--- src/rtl/p1v_reset_pkg.sv ---
// Shared types for the p1v reset sequencer: FSM states, reset causes and small helpers.
package p1v_reset_pkg;

  typedef enum logic [1:0] {
    WAIT_LOCK = 2'd0,
    STRETCH   = 2'd1,
    RUN       = 2'd2,
    ASSERT    = 2'd3
  } state_t;

  typedef enum logic [1:0] {
    CAUSE_POR  = 2'd0,
    CAUSE_KEY  = 2'd1,
    CAUSE_PLUG = 2'd2,
    CAUSE_PLL  = 2'd3
  } cause_t;

  // Idle level of the active-low reset sources (key and Prop-plug).
  localparam logic SRC_RELEASED = 1'b1;

  function automatic logic [7:0] sat_inc8(input logic [7:0] v);
    return (v == 8'hFF) ? v : v + 8'd1;
  endfunction

endpackage

--- src/rtl/sync_filter.sv ---
// Two-flop synchronizer followed by a symmetric stable-count filter for an active-low source.
module sync_filter
  import p1v_reset_pkg::*;
#(
  parameter int unsigned N     = 16,
  parameter int unsigned CNT_W = 21
) (
  input  logic clock_160,
  input  logic inp_resn,
  input  logic raw,
  output logic filtered
);

  localparam logic [CNT_W-1:0] CntLast = CNT_W'(N - 1);

  logic [1:0]       sync_q;
  logic             filt_q, filt_d;
  logic [CNT_W-1:0] cnt_q, cnt_d;

  // Counter tracks consecutive cycles where the synchronized input disagrees with the output.
  always_comb begin
    filt_d = filt_q;
    cnt_d  = '0;
    if (sync_q[1] != filt_q) begin
      if (cnt_q == CntLast) begin
        filt_d = sync_q[1];
      end else begin
        cnt_d = cnt_q + CNT_W'(1);
      end
    end
  end

  always_ff @(posedge clock_160 or negedge inp_resn) begin
    if (!inp_resn) begin
      sync_q <= {2{SRC_RELEASED}};
      filt_q <= SRC_RELEASED;
      cnt_q  <= '0;
    end else begin
      sync_q <= {sync_q[0], raw};
      filt_q <= filt_d;
      cnt_q  <= cnt_d;
    end
  end

  assign filtered = filt_q;

endmodule

--- src/rtl/reset_sequencer.sv ---
// Merges key, Prop-plug and PLL-lock into one stretched, registered active-low core reset,
// and records the cause and a saturating count of core resets.
module reset_sequencer
  import p1v_reset_pkg::*;
#(
  parameter int unsigned DEBOUNCE_CYCLES = 1600000,
  parameter int unsigned PLUG_FILTER     = 16,
  parameter int unsigned STRETCH_CYCLES  = 16000,
  parameter int unsigned CNT_W           = 21
) (
  input  logic       clock_160,
  input  logic       inp_resn,
  input  logic       key_n,
  input  logic       plug_resn,
  input  logic       pll_locked,
  output logic       core_resn,
  output logic [1:0] reset_cause,
  output logic [7:0] reset_count
);

  localparam logic [CNT_W-1:0] StrLast = CNT_W'(STRETCH_CYCLES - 1);

  logic             key_f, plug_f, lock_s;
  logic [1:0]       lock_sync_q;
  state_t           state_q, state_d;
  cause_t           cause_q, cause_d;
  logic [CNT_W-1:0] str_cnt_q, str_cnt_d;
  logic [7:0]       count_q, count_d;
  logic             core_resn_q, core_resn_d;

  sync_filter #(
    .N     (DEBOUNCE_CYCLES),
    .CNT_W (CNT_W)
  ) u_key_filter (
    .clock_160 (clock_160),
    .inp_resn  (inp_resn),
    .raw       (key_n),
    .filtered  (key_f)
  );

  sync_filter #(
    .N     (PLUG_FILTER),
    .CNT_W (CNT_W)
  ) u_plug_filter (
    .clock_160 (clock_160),
    .inp_resn  (inp_resn),
    .raw       (plug_resn),
    .filtered  (plug_f)
  );

  assign lock_s = lock_sync_q[1];

  always_comb begin
    state_d   = state_q;
    str_cnt_d = str_cnt_q;
    cause_d   = cause_q;
    count_d   = count_q;
    case (state_q)
      WAIT_LOCK: begin
        if (lock_s) begin
          state_d   = STRETCH;
          str_cnt_d = '0;
        end
      end
      STRETCH: begin
        // Re-assertion here is the same episode, so the cause stays untouched.
        if (!lock_s) begin
          state_d = WAIT_LOCK;
        end else if (!key_f || !plug_f) begin
          state_d = ASSERT;
        end else if (str_cnt_q == StrLast) begin
          state_d = RUN;
        end else begin
          str_cnt_d = str_cnt_q + CNT_W'(1);
        end
      end
      RUN: begin
        if (!lock_s) begin
          state_d = WAIT_LOCK;
          cause_d = CAUSE_PLL;
          count_d = sat_inc8(count_q);
        end else if (!key_f) begin
          state_d = ASSERT;
          cause_d = CAUSE_KEY;
          count_d = sat_inc8(count_q);
        end else if (!plug_f) begin
          state_d = ASSERT;
          cause_d = CAUSE_PLUG;
          count_d = sat_inc8(count_q);
        end
      end
      ASSERT: begin
        if (!lock_s) begin
          state_d = WAIT_LOCK;
        end else if (key_f && plug_f) begin
          state_d   = STRETCH;
          str_cnt_d = '0;
        end
      end
      default: state_d = WAIT_LOCK;
    endcase
  end

  // Decoded from the next state so the registered output is glitch-free and aligned with RUN.
  assign core_resn_d = (state_d == RUN);

  always_ff @(posedge clock_160 or negedge inp_resn) begin
    if (!inp_resn) begin
      lock_sync_q <= 2'b00;
      state_q     <= WAIT_LOCK;
      cause_q     <= CAUSE_POR;
      str_cnt_q   <= '0;
      count_q     <= '0;
      core_resn_q <= 1'b0;
    end else begin
      lock_sync_q <= {lock_sync_q[0], pll_locked};
      state_q     <= state_d;
      cause_q     <= cause_d;
      str_cnt_q   <= str_cnt_d;
      count_q     <= count_d;
      core_resn_q <= core_resn_d;
    end
  end

  assign core_resn   = core_resn_q;
  assign reset_cause = cause_q;
  assign reset_count = count_q;

endmodule

--- config.mk ---
export PLATFORM = sky130hd
export DESIGN_NAME = reset_sequencer
export DESIGN_NICKNAME = d
export VERILOG_FILES = /design/src/rtl/p1v_reset_pkg.sv /design/src/rtl/sync_filter.sv /design/src/rtl/reset_sequencer.sv
export SDC_FILE = /design/constraint.sdc
export NUM_CORES = 1
export LEC_CHECK = 0
export ABC_AREA = 1
export CAP_MARGIN = 20
export CORE_UTILIZATION = 62
export CTS_BUF_LIST = sky130_fd_sc_hd__clkbuf_4 sky130_fd_sc_hd__clkbuf_8
export CTS_CLUSTER_DIAMETER = 200
export DETAILED_ROUTE_END_ITERATION = 6
export PLACE_DENSITY = 0.89
export SYNTH_ARGS = -nofsm -noshare
export SYNTH_HDL_FRONTEND = slang
export SYNTH_SLANG_ARGS = --single-unit
--- constraint.sdc ---
create_clock -name clock_160 -period 1.9 [get_ports clock_160]
set_input_delay 0.475 -clock clock_160 [delete_from_list [all_inputs] [get_ports clock_160]]
set_output_delay 0.475 -clock clock_160 [all_outputs]
set_load 0.02 [all_outputs]
==> run metrics, run 1 <==
synthesized area=4780 um^2; FF+latch count, synth=84; Die X=89.8 um; commonest non-fill, non-tap cells in the layout=179 x nand2_1, 114 x nor2_1, 78 x dfrtp_1; setup tns final=0 ns; DP HPWL=7450 um; Layout area overhead=11.3%; Die Y=89.8 um; first-pass GRT wire length=17,400 um; H-tree level count=3; reg2reg start=u_key_filter.cnt_q[0]$_DFF_PN0_; CP top delay family=buffers and inverters; drt first pass iters=5; Leakage=2.35 nW; critical path's slowest cell=clkdlybuf4s50_1; nets=670; critical path capture point type=output port; CP Class=flip-flop to output port; routability-driven placement congestion ratio=0.981; hold_ws=0.0447 ns; reg2reg path depth=10; Initial Utilization=64.9%; vias per cell=5.46; internal power=2.79 mW; crit-path max FO=4; commonest non-fill, non-tap cell in the layout=nand2_1; largest net degree at the start of global routing=33; combinational fraction of design power=11.2%; number of global-route vias before repair=3,856; register area share after synthesis=44.1%; Clock Pin Slew Worst Setup and Hold Paths=0.09 ns; sw power=1.02 mW; type of origin of the critical path=flip-flop; clk root buf=clkbuf_8; Avg WL per Cell=13.4 um; max-slew violation count=0; TritonCTS buffer count=9; Crit path arrival time=1.39 ns; CORE AREA=7370 um^2; # DRC=0; CTS Hold Bufs=0; syn_area_per_cell=7.57 um^2; Fin Clk Skew=0.0129 ns; Data required, critical path=1.42 ns; clock network fraction of total power=37.6%; switch share=26.8%; Post-DRT Antenna Nets=0; Synth warnings=0; power consumption=3.81 mW; syn nets=641; status=finished clean; clock buffer depth=2; Rel. slew slack=66.6%; Total Routed Length=10,300 um; DR iter-0 viols=345; unrepaired setup endpoints after global routing=false; Final period util=97.9%; Largest stage delay, worst path=0.62 ns; sequential share of power=51.3%; Row Count=31; Global Route Usage Sum=26.9%; residual overflow from global routing=0; ANT cells=0; Clock Sink Count=84; die area=8070 um^2; routed vias=4,176; flop2flop setup slack=0.14 ns; port bufs=15; Max Freq=538 MHz; Placement Setup Slack=0.124 ns; Synth Instances=632; post-route minimum period=1.86 ns; R2R Path End=u_key_filter.cnt_q[15]$_DFF_PN0_; setup violators final=0; Worst-Margin Slew=0.500 ns; VDD IR max=0.695 mV; setup ws final=0.0400 ns; post-layout util=72.2%; Power Dens Cells=716 nW/um^2; Hold Crit Class=input pin to asynchronous set/reset pin; maxcap violations=0; CTS tree=yes; Buf/Inv on CP=1; I/O Pins=16; initial antenna violation count=0; Hold Fails Final Rpt=0; Yosys cell types=32; Skew-Pair Late Insertion Delay=0.37 ns; fraction of layout instances using a drive strength above 1=12.0%; Critical Path, Cell by Cell=clkdlybuf4s50_1
==> final cells by class <==
cell class,instances,area (um^2)
multi-input combinational,477,2380
inverter,64,240
fill,532,2050
clock buffer,9,124
sequential,84,2110
clock inverter,7,98.8
tap,99,124
timing repair buffer,25,249
==> worst max path at each step <==
| stage | from | endpoint | cells past startpoint |
|---|---|---|---|
| finish | reset_count[7]$_DFFE_PN0P_ | reset_count[7] | 1 |
| global placement | str_cnt_q[0]$_DFFE_PN0P_ | str_cnt_q[17]$_DFFE_PN0P_ | 8 |
| detailed placement | str_cnt_q[0]$_DFFE_PN0P_ | str_cnt_q[17]$_DFFE_PN0P_ | 8 |
| global route | str_cnt_q[0]$_DFFE_PN0P_ | str_cnt_q[8]$_DFFE_PN0P_ | 10 |
| CTS | reset_count[2]$_DFFE_PN0P_ | reset_count[2] | 1 |
| floorplan | reset_count[1]$_DFFE_PN0P_ | reset_count[2]$_DFFE_PN0P_ | 7 |
==> what timing repair did <==
| item | 4_1_cts | 5_1_grt |
|---|---|---|
| setup endpoints to repair | 3 | 10 |
| setup buffers | 0 | 4 |
| pin swaps | 0 | 0 |
| hold endpoints to repair | 0 | 0 |
| gates resized for setup | 3 | 3 |
==> sequential cells by signal (all words and copies together) (netlist names) <==
register,flops
u_key_filter.filtered,1
u_plug_filter.filtered,1
core_resn,1
reset_cause,2
u_plug_filter.sync_q,2
u_key_filter.cnt_q,21
reset_count,8
state_q,2
u_key_filter.sync_q,2
str_cnt_q,21
lock_sync_q,2
u_plug_filter.cnt_q,21
==> metrics by stage <==
stage               cell area [um^2]  std cells
global placement                5060        745
CTS                             5280        761
floorplan                       4780        632
detailed placement              5060        745
finish                          5320        765
global route                    5320        765
==> synth_stat cells <==
| cell type | instances | share of area, % |
|---|---|---|
| dfstp_2 | 6 | 3.3 |
| a21oi_1 | 13 | 1.4 |
| nand4_1 | 10 | 1.3 |
| inv_1 | 59 | 4.6 |
| nand2_2 | 9 | 1.2 |
| buf_8 | 1 | 0.31 |
| nor3_1 | 24 | 2.5 |
| nor3_2 | 2 | 0.42 |
| clkbuf_1 | 2 | 0.16 |
| and2_1 | 1 | 0.13 |
| nor2_1 | 114 | 8.9 |
| o21bai_1 | 2 | 0.31 |
| nor3b_1 | 2 | 0.31 |
| buf_6 | 3 | 0.71 |
| o21ai_2 | 11 | 2.0 |
| nand3_2 | 6 | 1.3 |
| nand3b_4 | 1 | 0.42 |
| a21o_1 | 1 | 0.16 |
| or2_2 | 2 | 0.26 |
| nand4_4 | 1 | 0.44 |
| nor2_2 | 5 | 0.65 |
| inv_2 | 5 | 0.39 |
| nor4_1 | 3 | 0.39 |
| dfrtp_1 | 78 | 41 |
| ha_1 | 4 | 1.0 |
| xor2_1 | 26 | 4.8 |
| o21ai_0 | 5 | 0.52 |
| nor2_4 | 5 | 1.2 |
| nand2_1 | 179 | 14 |
| buf_2 | 1 | 0.10 |
| xnor2_1 | 8 | 1.5 |
| nand3_1 | 43 | 4.5 |
==> cells by family (layout without fill, tap and decap cells) <==
kind of cell | Yosys count | count (layout) | share of synthesized area, %
AO/OA/AOI/OAI | 32 | 32 | 4.37
buffers and inverters | 71 | 105 | 6.30
XOR/XNOR | 34 | 34 | 6.23
flip-flops | 84 | 84 | 44.1
adder cells (fa/ha/maj) | 4 | 4 | 1.05
AND/OR/NAND/NOR | 407 | 407 | 38.0
==> power groups by stage <==
stage	combinational, mW	clock (mW)	sequential [mW]
2_1_floorplan	0.183	0	2.03
3_3_place_gp	0.418	0	1.98
3_5_place_dp	0.434	0	1.99
4_1_cts	0.427	1.44	1.95
5_1_grt	0.469	1.52	1.96
6_report	0.425	1.43	1.95
==> metal layers <==
metal,global-route usage (%),routed length [um]
met1,36.4,4620
met2,43.1,4870
met3,4.06,532
met4,11.9,252
met5,0,0
No activity file was read; power rests on OpenSTA's default activity.
==> run 2: changes to the inputs <==
Clock period 1.9 ns to 2.3 ns, I/O delays scaled along.
==> run 2 against run 1 <==
Sequential share of layout area grew 0.63 points. Total power fell by 19%. Combinational power decreased by 17%. Highest routed layer unchanged. First-iteration DRC count increased by 2.3%. Critical endpoint is now reset_count[2]. Critical path depth stayed put. Critical path type unchanged.
==> run metrics, run 2 (synthesis gave the netlist of run 1 again) <==
status=finished clean; dpl cells=743 (-0.27%); Clock Pin Slew Worst Setup and Hold Paths=0.11 ns (+0.02 ns); Placement Setup Slack=0.374 ns (+0.250 ns); # DRC=0 (unchanged); largest net degree at the start of global routing=38 (+15%); Post-CTS Setup Inserts=0 (unchanged); Buf/Inv on CP=1 (unchanged); Data required, critical path=1.73 ns (+0.31 ns); Initial Utilization=64.9% (unchanged); drt first pass iters=5 (unchanged); crit-path max FO=4 (unchanged); Crit path arrival time=1.44 ns (+0.05 ns); Crit. path cell count=1 (unchanged); setup ws final=0.286 ns (+0.246 ns); clock network fraction of total power=35.9% (-1.7 points); critical path's slowest cell=clkdlybuf4s50_1; CORE AREA=7370 um^2 (unchanged); Largest stage delay, worst path=0.64 ns (+0.02 ns); Clock Sink Count=84 (unchanged); max-slew violation count=0 (unchanged); port bufs=15 (unchanged); Row Count=31 (unchanged); Critical Path, Cell by Cell=clkdlybuf4s50_1; CP Class=flip-flop to output port; H-tree level count=3 (unchanged); commonest non-fill, non-tap cells in the layout=179 x nand2_1, 114 x nor2_1, 78 x dfrtp_1; Fillers=572 (+7.5%); Die X=89.8 um (unchanged); combinational fraction of design power=11.5% (+0.3 points); vias per cell=5.52 (+1.2%); Worst-Margin Slew=0.527 ns (+0.0275 ns); Leakage=2.28 nW (-3.2%); clock buffer depth=2 (unchanged); die area=8070 um^2 (unchanged); DR iter-0 viols=353 (+2.3%); routability-driven placement congestion ratio=0.974 (-0.70%); initial antenna violation count=0 (unchanged); power consumption=3.08 mW (-19%); dpl cell area=5040 um^2 (-0.54%); routed vias=4,192 (+0.38%); unrepaired setup endpoints after global routing=false; Design Area, Final=5240 um^2 (-1.6%); setup tns final=0 ns (unchanged); Die Y=89.8 um (unchanged); TritonCTS buffer count=9 (unchanged); CP top delay family=buffers and inverters; Avg WL per Cell=13.8 um (+2.6%); Final Instance Count excl. Fillers=759 (-0.78%); internal power=2.20 mW (-21%); Total Routed Length=10,500 um (+1.8%); Layout area overhead=9.52%; CTS tree=yes; ANT cells=0 (unchanged); number of global-route vias before repair=4,076 (+5.7%); Hold Fails Final Rpt=0 (unchanged); hold_ws=0.163 ns (+0.118 ns); Global Route Usage Sum=27.8% (+0.94 points); clk root buf=clkbuf_8; switch share=28.4% (+1.6 points); maxcap violations=0 (unchanged); reg2reg path depth=7 (-3); Power Dens Cells=587 nW/um^2 (-18%); Largest regs=str_cnt_q (21), u_key_filter.cnt_q (21), u_plug_filter.cnt_q (21); critical path capture point type=output port; I/O Pins=16 (unchanged); nets=664 (-0.90%); CTS Hold Bufs=0 (unchanged); type of origin of the critical path=flip-flop; register area=2110 um^2 (unchanged); DP HPWL=7450 um (about the same); post-CTS sizing=0 (-3); fraction of layout instances using a drive strength above 1=11.2% (-0.80 points); Fin Clk Skew=0.0201 ns (+0.00718 ns); Rel. slew slack=64.8% (-1.8 points); Final period util=87.6%; setup violators final=0 (unchanged); post-layout util=71.1% (-1.1 points); multi-input logic area=2370 um^2 (-0.21%); Hold Crit Class=input pin to asynchronous set/reset pin; Post-DRT Antenna Nets=0 (unchanged); commonest non-fill, non-tap cell in the layout=nand2_1; VDD IR max=0.356 mV (-49%); residual overflow from global routing=0 (unchanged); Max Freq=497 MHz; first-pass GRT wire length=18,300 um (+5.2%); Skew-Pair Late Insertion Delay=0.37 ns (about the same); sw power=0.874 mW (-14%); post-route minimum period=2.01 ns; sequential share of power=52.5% (+1.2 points)
run 2: cell count changes in the layout (fill, tap and decap cells not counted), sizes merged, moves of 2 or more:
cell,before,now
clkdlybuf4s50,9,14
dlymetal6s2s,2,0
buf,11,5
dlygate4sd2,3,0
inv,66,69
run 2: layout make-up:
cell class	instances	area share (%)
clock buffers	9	2.36
multi-input cells	477	45.3
inverters	64	4.59
well taps	99	2.36
repair buffers	19	3.63
clock inverters	7	1.50
flip-flops and latches	84	40.3
run 2: worst paths after layout:
kind | start | endpoint | slack (ns)
hold / removal | inp_resn | u_plug_filter.cnt_q[17]$_DFF_PN0_ | 0.16
max in group asynchronous | inp_resn | u_key_filter.sync_q[0]$_DFF_PN1_ | 1.48
setup / recovery | reset_count[2]$_DFFE_PN0P_ | reset_count[2] | 0.29
hold reg to reg | u_plug_filter.sync_q[0]$_DFF_PN1_ | u_plug_filter.sync_q[1]$_DFF_PN1_ | 0.36
setup reg to reg | str_cnt_q[0]$_DFFE_PN0P_ | str_cnt_q[17]$_DFFE_PN0P_ | 0.36
min in group clock_160 | u_plug_filter.sync_q[0]$_DFF_PN1_ | u_plug_filter.sync_q[1]$_DFF_PN1_ | 0.36
run 2: routing by layer:
metal | GRT usage [%] | up-vias | share of wire (%)
met5 | 0 | - | 0
met4 | 10.4 | 0 | 2.0
met3 | 3.81 | 28 | 4.9
met2 | 46.0 | 139 | 48
met1 | 37.4 | 1985 | 45
li1 | - | 2040 | -
run 2: power groups by stage:
| stage | registers (mW) | logic [mW] | clock network [mW] |
|---|---|---|---|
| after global placement | 1.64 | 0.342 | 0 |
| after CTS | 1.62 | 0.360 | 1.12 |
| after floorplan | 1.68 | 0.151 | 0 |
| after detailed placement | 1.64 | 0.356 | 0 |
| after global routing | 1.63 | 0.395 | 1.18 |
| final | 1.62 | 0.354 | 1.11 |
==> run 3: changes to the inputs <==
Settings changed: SKIP_LAST_GASP set to 1.
==> results of run 3 <==
Same layout as run 2: the final DEF is identical, and so are final timing and power.
